`src/rtl/stopwatch_pkg.sv`:
```
`default_nettype none
// ============================================================================
//  Module      : stopwatch_pkg
//  Description : Shared types and digit limits for the mm:ss BCD stopwatch.
//  Revision    : 1.0  initial release
// ============================================================================
package stopwatch_pkg;

    typedef enum logic [1:0] {
        IDLE  = 2'd0,
        RUN   = 2'd1,
        PAUSE = 2'd2
    } sw_state_t;

    typedef logic [3:0] bcd_t;

    localparam bcd_t DIGIT_MAX    = 4'd9;
    localparam bcd_t SEC_TENS_MAX = 4'd5;
    localparam bcd_t MIN_TENS_MAX = 4'd5;

endpackage : stopwatch_pkg
`default_nettype wire

```
`src/rtl/bcd_digit_counter.sv`:
```
`default_nettype none
// ============================================================================
//  Module      : bcd_digit_counter
//  Description : One BCD digit counting 0..MAX with a combinational carry-out.
//  Revision    : 1.0  initial release
// ============================================================================
module bcd_digit_counter
    import stopwatch_pkg::*;
#(
    parameter bcd_t MAX = 4'd9
) (
    input  logic clk,
    input  logic rst,
    input  logic clr,
    input  logic inc,
    output bcd_t q,
    output logic carry
);

    bcd_t r_q;

    always_ff @(posedge clk or posedge rst) begin
        if (rst) begin
            r_q <= '0;
        end else if (clr) begin
            r_q <= '0;
        end else if (inc) begin
            r_q <= (r_q == MAX) ? '0 : r_q + 4'd1;
        end
    end

    assign q     = r_q;
    assign carry = inc & (r_q == MAX);

endmodule : bcd_digit_counter
`default_nettype wire

```
`src/rtl/stopwatch_bcd.sv`:
```
`default_nettype none
// ============================================================================
//  Module      : stopwatch_bcd
//  Description : mm:ss BCD stopwatch advanced by rising edges of tick_in.
//  Revision    : 1.0  initial release
// ============================================================================
module stopwatch_bcd
    import stopwatch_pkg::*;
#(
    parameter int TICKS_PER_SEC = 1
) (
    input  logic clk,
    input  logic rst,
    input  logic tick_in,
    input  logic start,
    input  logic stop,
    input  logic clear,
    output bcd_t sec_ones,
    output bcd_t sec_tens,
    output bcd_t min_ones,
    output bcd_t min_tens,
    output logic running,
    output logic wrap
);

    localparam int               PRE_W    = $clog2(TICKS_PER_SEC + 1);
    localparam logic [PRE_W-1:0] PRE_LAST = PRE_W'(TICKS_PER_SEC - 1);

    sw_state_t        r_state;
    sw_state_t        w_next_state;
    logic             r_tick_q;
    logic             r_running;
    logic             r_wrap;
    logic [PRE_W-1:0] r_pre;
    logic             w_tick_rise;
    logic             w_count;
    logic             w_sec_inc;
    logic             w_c_so;
    logic             w_c_st;
    logic             w_c_mo;
    logic             w_c_mt;

    assign w_tick_rise = tick_in & ~r_tick_q;

    // clear and stop both suppress an edge arriving in the same cycle
    assign w_count   = (r_state == RUN) & w_tick_rise & ~clear & ~stop;
    assign w_sec_inc = w_count & (r_pre == PRE_LAST);

    always_comb begin
        w_next_state = r_state;
        if (clear) begin
            w_next_state = IDLE;
        end else if (stop) begin
            if (r_state == RUN) begin
                w_next_state = PAUSE;
            end
        end else if (start) begin
            if (r_state != RUN) begin
                w_next_state = RUN;
            end
        end
    end

    // tick_q starts high so a level already high out of reset is not an edge
    always_ff @(posedge clk or posedge rst) begin
        if (rst) begin
            r_state   <= IDLE;
            r_tick_q  <= 1'b1;
            r_running <= 1'b0;
            r_wrap    <= 1'b0;
            r_pre     <= '0;
        end else begin
            r_state   <= w_next_state;
            r_tick_q  <= tick_in;
            r_running <= (w_next_state == RUN);
            r_wrap    <= w_c_mt;
            if (clear) begin
                r_pre <= '0;
            end else if (w_count) begin
                r_pre <= (r_pre == PRE_LAST) ? '0 : r_pre + 1'b1;
            end
        end
    end

    bcd_digit_counter #(.MAX(DIGIT_MAX)) u_sec_ones (
        .clk(clk), .rst(rst), .clr(clear), .inc(w_sec_inc), .q(sec_ones), .carry(w_c_so)
    );

    bcd_digit_counter #(.MAX(SEC_TENS_MAX)) u_sec_tens (
        .clk(clk), .rst(rst), .clr(clear), .inc(w_c_so), .q(sec_tens), .carry(w_c_st)
    );

    bcd_digit_counter #(.MAX(DIGIT_MAX)) u_min_ones (
        .clk(clk), .rst(rst), .clr(clear), .inc(w_c_st), .q(min_ones), .carry(w_c_mo)
    );

    bcd_digit_counter #(.MAX(MIN_TENS_MAX)) u_min_tens (
        .clk(clk), .rst(rst), .clr(clear), .inc(w_c_mo), .q(min_tens), .carry(w_c_mt)
    );

    assign running = r_running;
    assign wrap    = r_wrap;

endmodule : stopwatch_bcd
`default_nettype wire

```
`config.mk`:
```
export PLATFORM = sky130hd
export DESIGN_NAME = stopwatch_bcd
export DESIGN_NICKNAME = d
export VERILOG_FILES = /design/src/rtl/stopwatch_pkg.sv /design/src/rtl/bcd_digit_counter.sv /design/src/rtl/stopwatch_bcd.sv
export SDC_FILE = /design/constraint.sdc
export NUM_CORES = 1
export LEC_CHECK = 0
export ABC_AREA = 1
export BUFFER_PORTS_ARGS = -buffer_cell sky130_fd_sc_hd__buf_2
export CAP_MARGIN = 20
export CORE_MARGIN = 1.5
export CORE_UTILIZATION = 40
export DETAILED_ROUTE_END_ITERATION = 10
export GPL_TIMING_DRIVEN = 0
export PLACE_DENSITY = 0.67
export SETUP_SLACK_MARGIN = 0.3
export SLEW_MARGIN = 20
export SYNTH_ARGS = -nofsm -noshare
export SYNTH_HDL_FRONTEND = slang
export SYNTH_SLANG_ARGS = --single-unit
```
`constraint.sdc`:
```
create_clock -name clk -period 1.7 [get_ports clk]
set_input_delay 0.085 -clock clk [delete_from_list [all_inputs] [get_ports clk]]
set_output_delay 0.085 -clock clk [all_outputs]
set_load 0.01 [all_outputs]
```
==> results of run 1 <==
## synth_stat cells, types with 2 or more instances
cell type and instances:
inv_1 14, ha_1 8, dfrtp_1 20, nor2_4 3, nor3_1 2, a21oi_1 2, nor2_2 3, nand3_4 2
nand3_1 16, xor2_1 5, nand4_1 2, o21ai_0 4, nor2_1 13, xnor2_1 2, nand2_1 29, nand2_4 2
inv_2 3, o21ai_1 3
## cell families (layout without fill, tap and decap cells)
group	after synthesis	count (layout)	share of synthesized area
AND/OR/NAND/NOR	76	76	0.333
AO/OA/AOI/OAI	12	12	0.0543
adder cells (fa/ha/maj)	8	8	0.0805
XOR/XNOR	7	7	0.0493
buffers and inverters	19	52	0.0593
flip-flops	21	21	0.424
## stage by stage
step,instance area (um2),power (uW)
after floorplan,1240,617
after global placement,1400,654
after detailed placement,1400,658
after CTS,1460,920
after global routing,1520,984
final,1520,923
## registers in the layout, indices dropped and copies added, names as in the netlist
name / count
u_sec_ones.q: 4
u_min_ones.q: 4
u_min_tens.q: 4
running: 1
u_sec_tens.q: 4
r_state: 2
r_tick_q: 1
wrap: 1
## power groups by stage
stage	Sequential, uW	Combinational [uW]	Clock [uW]
after global routing	540	165	278
after floorplan	554	63.6	0
after detailed placement	550	109	0
after CTS	533	132	255
final	538	141	244
after global placement	548	106	0
## area by class of cell
cell class                 instances  area [um2]  area share
multi-input combinational        103         683       0.450
sequential                        21         528       0.348
timing repair buffer              29         165       0.109
inverter                          18        68.8      0.0453
tap                               33        41.3      0.0272
clock buffer                       4        26.3      0.0173
buffer                             1        5.00     0.00330
## metal layers
layer	wire length, um	vias up	GRT usage
met2	1260	13	0.260
met4	24	0	0.0584
li1	-	526	-
met3	58	2	0.0198
met5	0	-	0
met1	1210	488	0.206
## worst max path at each step
| stage | start | endpoint | slack, ns |
|---|---|---|---|
| 3_5_place_dp | u_sec_ones.q[1]$_DFFE_PP0P_ | u_min_ones.q[1]$_DFFE_PP0P_ | 0.29 |
| 2_1_floorplan | u_sec_ones.q[1]$_DFFE_PP0P_ | u_min_tens.q[0]$_DFFE_PP0P_ | 0.33 |
| 4_1_cts | u_sec_ones.q[1]$_DFFE_PP0P_ | u_min_tens.q[0]$_DFFE_PP0P_ | 0.31 |
| 5_1_grt | u_sec_ones.q[1]$_DFFE_PP0P_ | u_min_tens.q[0]$_DFFE_PP0P_ | 0.24 |
| 3_3_place_gp | u_sec_ones.q[1]$_DFFE_PP0P_ | u_min_ones.q[1]$_DFFE_PP0P_ | 0.31 |
| 6_report | u_sec_ones.q[1]$_DFFE_PP0P_ | u_min_tens.q[3]$_DFFE_PP0P_ | 0.32 |
## timing repair
item                                    CTS  global route
pin swaps                                 2             4
resized for setup                         3            11
endpoints found under the setup margin    8            14
hold endpoints to repair                 21             0
buffers inserted                          2             2
hold buffers                              2             0
## worst max-delay path, cell delays in order (launching register included)
cell	delay (ns)
dfrtp_1	0.41
inv_2	0.08
ha_4	0.12
nand2_2	0.07
nor2_4	0.12
inv_2	0.07
nor2_8	0.14
nand3_4	0.13
nand3_1	0.09
nand2_1	0.05
==> results by stage, run 1 <==
Run status:
- The run finished with clean final reports.

Timing:
- The final setup skew is 0.00187 ns.
- The measured slew at the worst slew-check pin is 0.817 ns.
- The maximum clock frequency is 723 MHz.
- The minimum period implied by the final worst setup slack is 1.38 ns.
- Setup violations remaining at the end of the flow were counted as 0.
- The hold violation total from the final report is 0.
- In the finished design, the share of the clock period the worst path needs comes to 0.814.
- The post-route worst hold slack is 0.0710 ns.
- The setup slack of the critical path after layout is 0.317 ns.
- The max-slew violation count is 0.
- The worst pin sits at a relative slew slack of 0.455.
- Setup repair after global routing could not meet its margin everywhere.
- Adding up every negative setup slack in the final design gives 0 ns.

Global route:
- The all-layer global routing usage is 0.156.
- The initial antenna violation count is 0.
- The maximum number of pins on one net before global-route repair is 22.
- The remaining global-route overflow is 0.
- The via count of the first global-routing pass is 964.
- The first global-routing pass estimated 4.24 mm of wire.

Cells and area:
- The number of antenna diodes in the final layout is 0.
- The layout has 297 filler cells.
- The number of nets in the layout is 191.
- The fraction of layout instances using a drive strength above 1 is 0.347.
- In the layout the commonest cells are 27 x nand2_1, 24 x buf_2, 19 x dfrtp_1.
- Leaving out fill and tap cells, the most frequent cell in the layout is nand2_1.
- The core occupancy in the finished layout is 0.505.
- The layout overhead on the synthesized area is 22.0%.
- After the flow finishes, the layout carries non-filler instances totaling 209.

Yosys:
- The synthesized design contains 21 register bits.
- The largest total area in the synthesized netlist belongs to dfrtp_1.
- The share of synthesized registers carrying an async set or reset is 1.00.
- The mean instance size in the synthesized netlist is 8.70 um2.
- The fraction of the yosys area taken by sequential cells is 0.424.
- The predominant post-synthesis flop cell is dfrtp_1.
- Synthesis produced a netlist whose cell count is 143.
- Yosys attributes the largest share of cell area to dfrtp_1 40%, nand2_1 8.8%, ha_1 8.0%.
- The share of synthesized area in the top cell type comes to 0.402.
- The number of distinct library cells after synthesis is 28.
- The netlist area before placement is 1240 um2.
- The synthesized netlist net count is 157.
- The number of flops mapped to enable cells by yosys is 0.
- The Yosys step of the flow raised 0 warnings.

Placed design:
- The number of cells after detailed placement is 199.
- After legalization and detailed placement, the total HPWL measured 1.81 mm.
- At the end of routability-driven placement, the weighted congestion stood at 0.809.
- Input and output buffers added on the ports amount to 23.
- At the placement stage, the worst setup path has a slack of 0.287 ns.

Pwr:
- The cell leakage power is 0.000824 uW.
- Of the total power, the clock network draws 0.265.
- Of the total power, registers draw 0.582.
- The internal power is 669 uW.
- The switching power share of the total is 0.275.
- The power per cell area is 608 nW/um2.
- Across the VDD grid, the largest voltage drop is 0.305 mV.
- The analysis attributes to net switching a power of 254 uW.
- Of the total power, combinational logic draws 0.153.

Clock tree:
- The longest clock path from root to sink contains 2 buffers.
- TritonCTS built the clock tree.
- The number of buffers added by the clock tree synthesis step is 3.
- The later-pin clock latency in the skew report is 0.30 ns.
- The clock input transition at the sequential cells of the worst setup and hold paths is 0.12 ns.
- The library cell used as clock root buffer is clkbuf_4.
- In this run the number of H-tree levels came out at 1.
- The tree built by TritonCTS fans out to 21 sinks.

Min path:
- The worst min-delay path category is input pin to register.
- The beginning of the worst hold path is stop.
- The worst hold path passes through 3 cells.
- The worst hold path terminates at r_state[1]$_DFF_PP0_.

Floorplanning:
- The initialized floorplan defines 20 standard-cell rows.
- The initial utilization of the core area, before any placement, comes to 0.414.
- The floorplan step set the die height to 58.8 um.
- The die area is 3450 um2.
- In this run the standard cell core region covers 3000 um2.
- The die is 58.8 um wide.
- The total I/O pin count is 24.

Critical path:
- STA classifies the critical path endpoint as a register.
- For the worst setup path, the data arrival time is 1.59 ns.
- The critical path in this run is classified as register to register.
- The biggest fanout along the worst timing path is 6.
- The type of origin of the critical path is a register.
- The minimum setup slack among reg-to-reg paths is 0.32 ns.
- The startpoint identified for the worst register-to-register timing path is u_sec_ones.q[1]$_DFFE_PP0P_.
- Counting cells, the worst reg-to-reg path comes to 9.
- Data on the critical path is required at its endpoint by 1.91 ns.
- The capture point of the worst reg-to-reg path is u_min_tens.q[3]$_DFFE_PP0P_.

Route:
- Dividing the detail-routed via count by the number of cells gives 4.92.
- The first detailed-routing pass ran for 2 iterations.
- Wires add up to 2.56 mm.
- The per-cell routed wire length is 12.2 um.
- The residual antenna-violating net count after detailed routing is 0.
- The detailed router finished its first iteration with 34 violations.
- In the routed design, unresolved DRC markers number 0.
- For this block, the via count after detailed routing is 1029.

Job:
- The number of maximum-capacitance violations is 0.
No activity file was read; power rests on OpenSTA's default activity.
==> run 2, diff against run 1 <==
==> constraint.sdc (replaced) <==
create_clock -name clk -period 1.35 [get_ports clk]
set_input_delay 0.0675 -clock clk [delete_from_list [all_inputs] [get_ports clk]]
set_output_delay 0.0675 -clock clk [all_outputs]
set_load 0.01 [all_outputs]
==> results by stage, run 2 (same netlist as run 1, synthesis figures left out) <==
Floorplanning:
- The area of the core is 3000 um2 (unchanged).
- The die width is 58.8 um (unchanged).
- The total I/O pin count was 24 (unchanged).
- The die area is 3450 um2 (unchanged).
- The floorplan row count is 20 (unchanged).
- The effective utilization at floorplan is 0.414 (unchanged).
- The vertical extent of the die came to 58.8 um (unchanged).

Route:
- The residual antenna-violating net count after detailed routing is 0 (unchanged).
- The via count is 1078 (+4.8%).
- The overall routed net length came to 2.81 mm (+9.8%).
- The number of DRC markers after the initial detailed-route iteration came to 28 (-18%).
- The number of detailed-route iterations in the first pass is 4 (+2).
- The number of DRC violations after detailed routing is 0 (unchanged).
- The average via count per standard cell is 5.04 (+2.3%).
- The per-cell routed wire length is 13.1 um (+7.2%).

Pwr:
- The power per cell area is 752 nW/um2 (+24%).
- The switching power of the nets is 364 uW (+43%).
- The internal power is 885 uW (+32%).
- The switching power share of the total is 0.292 (+0.0162).
- The maximum vdd ir drop is 0.365 mV (+19%).
- The proportion of power drawn by the clock network is 0.252 (-0.013).
- The overall power of the completed layout came to 1250 uW (+35%).
- The part of the total power dissipated in sequential elements is 0.544 (-0.038).
- The part of the power in combinational logic is 0.204 (+0.051).
- The cell leakage power came to 0.000874 uW (+6.1%).

Critical path:
- The data required time of the critical path is 1.56 ns (-0.35 ns).
- STA classifies the critical path startpoint as a register.
- The worst path arrival time came to 1.60 ns (about the same).
- STA classifies the critical path endpoint as a register.
- The worst setup path is of the register to register kind.
- The biggest fanout along the worst timing path is 5 (-1).

Run status:
- The checks that failed: hold timing, setup timing.
- The run finished, with violations left.

Global route:
- The remaining global-route overflow was 0 (unchanged).
- The first-pass GRT wire length was 4.42 mm (+4.4%).
- The initial antenna violation count is 0 (unchanged).
- The all-layer global routing usage was 0.167 (+0.0110).
- The via count of the first global-routing pass was 1031 (+7.0%).
- The maximum number of pins on one net before global-route repair is 22 (unchanged).

Timing:
- The fraction of the cycle the final worst path needs is 1.03 (+0.220).
- The final setup skew came to 0.00503 ns (+0.00316 ns).
- The final-layout setup total negative slack is -0.478 ns (-0.478 ns).
- The setup slack of the critical path after layout is -0.0458 ns (-0.362 ns).
- The minimum period implied by the final worst setup slack is 1.40 ns (+0.0124 ns).
- Setup repair after global routing could not meet its margin everywhere.
- The hold violation total from the final report is 20 (+20).
- The max-slew headroom at the worst pin is 0.458 (+0.00350).
- The max-slew violation count was 0 (unchanged).
- The maximum clock frequency is 716 MHz (-0.89%).
- The number of failing setup endpoints in the final timing report is 14 (+14).
- The measured slew at the worst slew-check pin is 0.811 ns (-0.00524 ns).
- The post-route worst hold slack is -0.0974 ns (-0.168 ns).

Cells and area:
- The antenna cell count came to 0 (unchanged).
- The number of nets in the layout came to 196 (+2.6%).
- The library cells used most frequently in the layout, excluding fill and tap cells, are 24 x nand2_1, 22 x buf_2, 15 x dfrtp_1.
- The final non-filler cell total was 214 (+2.4%).
- The layout filler cell count came to 279 (-6.1%).
- The core occupancy in the finished layout came to 0.553 (+0.0475).
- The fraction of layout instances using a drive strength above 1 was 0.464 (+0.117).
- Relative to the synthesized area, the layout overhead comes to 33.5%.
- The most common cell after layout, fill and taps aside is nand2_1.

Clock tree:
- The H-tree depth is 1 (unchanged).
- The number of buffers added by the clock tree synthesis step is 3 (unchanged).
- The clock input transition at the sequential cells of the worst setup and hold paths is 0.13 ns (about the same).
- The number of hold buffers added after cts is 1 (-1).
- CTS placed an instance of clkbuf_4 at the clock tree root.
- The TritonCTS clock tree is built.
- The later-pin clock latency in the skew report came to 0.31 ns (about the same).
- The CTS sink count is 21 (unchanged).
- The buffer depth of the longest clock path was 2 (unchanged).

Placed design:
- The count of input and output buffers was 23 (unchanged).
- The number of cells after detailed placement is 199 (unchanged).
- The final estimated routing congestion in global placement is 0.782 (-3.4%).
- The placed wire-length estimate is 1.73 mm (-4.5%).

Job:
- The number of maximum-capacitance violations is 0 (unchanged).

Min path:
- The min-delay analysis places its worst path in the category input pin to async pin.
[run 2: cell count changes in the layout (fill, tap and decap cells not counted), sizes merged]
cell	change
clkbuf	-1
dlygate4sd3	-1
clkinv	+1
buf	+6
[run 2: final timing paths]
path / from / end / slack (ns) / cells after the start
min in group clk: stop / r_state[1]$_DFF_PP0_ / 0.07 / 3
hold / removal: rst / u_sec_tens.q[2]$_DFFE_PP0P_ / -0.1 / 2
setup reg to reg: u_sec_ones.q[1]$_DFFE_PP0P_ / u_sec_tens.q[1]$_DFFE_PP0P_ / -0.05 / 10
hold reg to reg: u_min_tens.q[3]$_DFFE_PP0P_ / u_min_tens.q[3]$_DFFE_PP0P_ / 0.57 / 2
max in group asynchronous: rst / u_sec_ones.q[0]$_DFFE_PP0P_ / 0.90 / 2
setup / recovery: u_sec_ones.q[1]$_DFFE_PP0P_ / u_sec_tens.q[1]$_DFFE_PP0P_ / -0.05 / 10
[run 2: what timing repair did]
action | 4_1_cts | 5_1_grt
buffers inserted | 6 | 4
gates cloned | 0 | 0
endpoints found under the setup margin | 17 | 28
pin swaps | 9 | 5
hold endpoints to repair | 21 | 20
gates resized for setup | 18 | 27
[run 2: worst max-delay path: stages (launching register included)]
cell and delay, ns:
dfrtp_1 0.42, inv_2 0.09, ha_4 0.13, nand2_4 0.05, nor2_4 0.15, buf_6 0.12
nand3_4 0.09, nand2_4 0.10, inv_6 0.05, nand2_1 0.05, o21ai_1 0.06
[run 2: final cells by class]
type,count,area (um2),area share
multi-input combinational,103,744,0.448
inverter,18,73.8,0.0445
sequential,21,533,0.321
tap,33,41.3,0.0249
clock buffer,3,22.5,0.0136
buffer,1,5.00,0.00301
clock inverter,1,5.00,0.00301
timing repair buffer,34,235,0.142
[run 2: power groups by stage]
stage,clock (uW),combinational [uW],sequential (uW)
2_1_floorplan,0,83.0,699
3_3_place_gp,0,137,693
3_5_place_dp,0,143,696
4_1_cts,332,191,680
5_1_grt,354,282,684
6_report,314,255,680
[run 2: stage by stage]
| step | setup WS, ns | instance area, um2 | hold slack (ns) |
|---|---|---|---|
| 3_3_place_gp | -0.0476 | 1400 | 0.185 |
| 2_1_floorplan | -0.0130 | 1250 | 0.0432 |
| 4_1_cts | -0.0196 | 1540 | -0.0800 |
| 6_report | -0.0458 | 1660 | -0.0974 |
| 3_5_place_dp | -0.0707 | 1400 | 0.188 |
| 5_1_grt | -0.112 | 1660 | -0.0320 |
[run 2: routing by layer]
metal,vias up,routed length (um),global-route usage
li1,536,-,-
met3,2,67,0.0220
met4,0,19,0.0779
met5,-,0,0
met1,526,1210,0.208
met2,14,1510,0.286
==> run 3, diff against run 2 <==
--- a/config.mk
+++ b/config.mk
@@ -17,4 +17,5 @@
 export SLEW_MARGIN = 20
 export SYNTH_ARGS = -nofsm -noshare
 export SYNTH_HDL_FRONTEND = slang
+export SYNTH_HIERARCHICAL = 1
 export SYNTH_SLANG_ARGS = --single-unit
==> results by stage, run 3 <==
Route:
- The number of DRC violations after detailed routing was 0 (unchanged).
- The residual antenna-violating net count after detailed routing is 0 (unchanged).
- The number of detailed-route iterations in the first pass is 6 (+2).
- The average via count per standard cell was 4.55 (-9.7%).
- The per-cell routed wire length is 10.4 um (-21%).
- In this run the top signal layer used is met4.
- The overall routed net length is 2.75 mm (-2.0%).
- The number of DRC markers after the initial detailed-route iteration was 77 (+180%).
- The routed length on met2 came to 1.33 mm (-12%).
- The length of routed wiring on met1 is 1.32 mm (+9.1%).
- The via count was 1201 (+11%).
- The met3 wire length is 64 um (-4.5%).

Yosys:
- The simple-gate area share of the yosys netlist is 0.346 (+0.0127).
- The multiplexer area fraction after synthesis is 0 (unchanged).
- Sorting the synthesized cells by how often they occur yields 53 x nand2_1, 36 x inv_1, 20 x dfrtp_1.
- The count of state elements after synthesis came to 21 (unchanged).
- The mean instance size in the synthesized netlist is 7.14 um2 (-18%).
- The fraction of the yosys area taken by sequential cells is 0.412 (-0.0112).
- The area share of the largest cell type after synthesis came to 0.392 (-0.0106).
- The most frequent cell after synthesis is nand2_1.
- Sorting the synthesized cells by area gives the leading types as dfrtp_1 39%, nand2_1 16%, inv_1 11%.
- The number of distinct library cells after synthesis was 15 (-46%).
- The largest total area in the synthesized netlist belongs to dfrtp_1.
- The xor and xnor fraction of the mapped netlist area came to 0 (-0.0493).
- The netlist area before placement is 1280 um2 (+2.7%).
- The area share of fa/ha/maj cells after synthesis is 0.0784 (-0.00213).
- The dominant combinational cell family by area after synthesis is simple AND/OR/NAND/NOR gates.
- The number of flops mapped to enable cells by yosys was 0 (unchanged).
- The gate count of the mapped netlist is 179 (+25%).
- The predominant post-synthesis flop cell is dfrtp_1.
- The number of warnings issued by yosys came to 6 (+6).
- The share of synthesized registers carrying an async set or reset is 1.00 (unchanged).
- The synthesized netlist net count came to 193 (+23%).
- The area fraction in compound gates after synthesis was 0.0431 (-0.0112).

Placed design:
- The count of input and output buffers is 23 (unchanged).
- The final estimated routing congestion in global placement came to 0.847 (+8.3%).
- The total placed instance area is 1460 um2 (+3.8%).
- The number of cells after detailed placement came to 246 (+24%).
- The placed wire-length estimate is 1.81 mm (+4.7%).

Cells and area:
- The layout filler cell count was 305 (+9.3%).
- The layout overhead on the synthesized area is 33.4% (about the same).
- The antenna cell count is 0 (unchanged).
- The final design area excluding fillers is 1700 um2 (+2.6%).
- The fraction of layout instances using a drive strength above 1 came to 0.382 (-0.0823).
- Leaving out fill and tap cells, the most frequent cells in the layout are 46 x nand2_1, 30 x inv_1, 21 x buf_2.
- The final non-filler cell total came to 264 (+23%).
- The number of nets in the layout came to 235 (+20%).
- The most common cell after layout, fill and taps aside is nand2_1.

Critical path:
- In this design, the critical path's most frequently occurring cell is inv_2.
- The classification of the worst setup path is register to register.
- The data required time of the critical path came to 1.59 ns (+0.03 ns).
- The slowest stage cell on the critical path is dfrtp_1.
- The delay of the slowest cell on the worst path is 0.40 ns (-0.02 ns).
- The worst path arrival time was 1.82 ns (+0.22 ns).
- The biggest fanout along the worst timing path came to 3 (-2).
- STA classifies the critical path startpoint as a register.
- The buffer and inverter count on the worst path is 5 (+2).
- Broken down by cell family, the worst path's largest delay share belongs to simple AND/OR/NAND/NOR gates.
- The signal on the critical path passes through inv_2 > nand4_1 > nor2_2 > inv_2 > nor2_4 > inv_2 > nor2_4 > inv_2 > nor2_4 > inv_2 > nand2_2 > nand2_1 > nand2_1 > nand2_1 > nor2_1.
- The kind of end point of the critical path is a register.

Floorplanning:
- The vertical extent of the die is 59.5 um (+1.3%).
- The effective utilization at floorplan is 0.418 (+0.00428).
- The floorplan row count is 20 (unchanged).
- The die width was 59.5 um (+1.3%).
- The die area is 3540 um2 (+2.6%).
- The area of the core is 3050 um2 (+1.7%).
- The total I/O pin count came to 24 (unchanged).

Timing:
- The post-route worst hold slack is 0.0437 ns (+0.141 ns).
- The max-slew headroom at the worst pin is 0.864 (+0.406).
- The measured slew at the worst slew-check pin was 0.204 ns (-0.608 ns).
- The setup slack of the critical path after layout is -0.231 ns (-0.185 ns).
- Setup repair after global routing could not meet its margin everywhere.
- The fraction of the cycle the final worst path needs is 1.17 (+0.137).
- The maximum clock frequency came to 633 MHz (-12%).
- The minimum period implied by the final worst setup slack is 1.58 ns (+0.185 ns).
- The final setup skew is 0.00915 ns (+0.00412 ns).
- The number of failing setup endpoints in the final timing report was 13 (-1).
- The max-slew violation count is 0 (unchanged).
- The hold violation total from the final report is 0 (-100%).

Job:
- The number of maximum-capacitance violations came to 0 (unchanged).

Pwr:
- The switching power of the nets was 233 uW (-36%).
- The internal power was 779 uW (-12%).
- The part of the power in combinational logic is 0.082 (-0.122).
- The part of the total power dissipated in sequential elements is 0.629 (+0.085).
- The power per cell area is 594 nW/um2 (-21%).
- The proportion of power drawn by the clock network came to 0.289 (+0.037).
- The maximum vdd ir drop is 0.401 mV (+9.9%).
- The cell leakage power is 0.000923 uW (+5.7%).
- The switching power share of the total came to 0.231 (-0.0610).

Clock tree:
- The H-tree depth is 1 (unchanged).
- The later-pin clock latency in the skew report is 0.29 ns (-0.02 ns).
- The clock input transition at the sequential cells of the worst setup and hold paths is 0.12 ns (about the same).
- The buffer depth of the longest clock path is 2 (unchanged).
- The CTS sink count is 21 (unchanged).
- The library cell used as clock root buffer is clkbuf_4.
- The number of buffers added by the clock tree synthesis step is 3 (unchanged).
- The TritonCTS clock tree is built.

Global route:
- The remaining global-route overflow was 0 (unchanged).
- The first-pass GRT wire length is 4.30 mm (-2.8%).
- The all-layer global routing usage is 0.156 (-0.0107).
- The maximum number of pins on one net before global-route repair was 12 (-45%).
- The via count of the first global-routing pass is 1037 (+0.58%).
- The initial antenna violation count is 0 (unchanged).

Run status:
- The flow ran to the end, but the final reports show violations.
- The final reports fail on setup timing.

Min path:
- The worst min-delay path category is input pin to register.
==> run 3: cell count changes in the layout (fill, tap and decap cells not counted), sizes merged, moves of 3 or more <==
| cell | change |
|---|---|
| xor2 | -5 |
| nand2 | +27 |
| nand4 | +3 |
| nand3 | -3 |
| inv | +24 |
==> run 3: path summary, 6_finish.rpt <==
| kind | startpoint | to | slack [ns] | cells after the start |
|---|---|---|---|---|
| worst max-delay path | r_state[1]$_DFF_PP0_ | u_min_tens/q[2]$_DFFE_PP0P_ | -0.23 | 15 |
| worst min-delay path | start | r_state[1]$_DFF_PP0_ | 0.04 | 4 |
| worst max register to register | r_state[1]$_DFF_PP0_ | u_min_tens/q[2]$_DFFE_PP0P_ | -0.23 | 15 |
| worst min register to register | u_sec_tens/q[1]$_DFFE_PP0P_ | u_sec_tens/q[1]$_DFFE_PP0P_ | 0.57 | 2 |
| max in group asynchronous | rst | r_tick_q$_DFF_PP1_ | 0.86 | 3 |
| min in group asynchronous | rst | u_sec_tens/q[3]$_DFFE_PP0P_ | 0.22 | 3 |
==> run 3: power by group through the flow <==
| stage | combinational (uW) | sequential, uW | clock (uW) |
|---|---|---|---|
| 6_report | 83.3 | 636 | 292 |
| 5_1_grt | 93.8 | 637 | 337 |
| 4_1_cts | 76.8 | 636 | 302 |
| 3_5_place_dp | 65.6 | 649 | 0 |
| 3_3_place_gp | 65.0 | 648 | 0 |
| 2_1_floorplan | 40.7 | 649 | 0 |
==> run 3: repair_timing <==
| item | CTS | global route |
|---|---|---|
| setup buffers | 8 | 4 |
| gates resized for setup | 14 | 22 |
| endpoints found under the hold margin | 22 | 0 |
| endpoints found under the setup margin | 17 | 26 |
| pin swaps | 9 | 10 |
| cloned | 0 | 0 |
| hold buffers | 2 | 0 |
==> run 3: layout make-up <==
| cell class | count | area, um2 | share of cell area |
|---|---|---|---|
| clock buffer | 4 | 26.3 | 0.0154 |
| inverter | 41 | 156 | 0.0918 |
| multi-input combinational | 117 | 684 | 0.402 |
| sequential | 21 | 533 | 0.313 |
| tap | 44 | 55.1 | 0.0323 |
| timing repair buffer | 37 | 249 | 0.146 |
==> run 3: layer usage <==
| layer | track usage | up-vias |
|---|---|---|
| met3 | 0.0197 | 4 |
| met1 | 0.218 | 556 |
| met4 | 0.0476 | 0 |
| met5 | 0 | - |
| li1 | - | 624 |
| met2 | 0.254 | 17 |
==> run 3: per-stage QoR <==
| step | util | setup WS [ns] | setup TNS, ns | total power (uW) |
|---|---|---|---|---|
| 3_3_place_gp | 0.477 | -0.400 | -2.61 | 713 |
| 4_1_cts | 0.527 | -0.247 | -1.68 | 1010 |
| 6_report | 0.558 | -0.231 | -1.84 | 1010 |
| 3_5_place_dp | 0.477 | -0.405 | -2.67 | 714 |
| 2_1_floorplan | - | -0.274 | -1.46 | 690 |
| 5_1_grt | 0.558 | -0.339 | -3.20 | 1070 |
==> run 3: worst min-delay path: cells and delay by family <==
kind                   cells  cell delay, ns
and+or+nand+nor            3            0.16
buffers and inverters      1            0.08
==> run 3: logic make-up after synthesis <==
| group | Yosys count |
|---|---|
| buffers and inverters | 41 |
| AND/OR/NAND/NOR | 99 |
| flip-flops | 21 |
| AO/OA/AOI/OAI | 10 |
| adder cells (fa/ha/maj) | 8 |
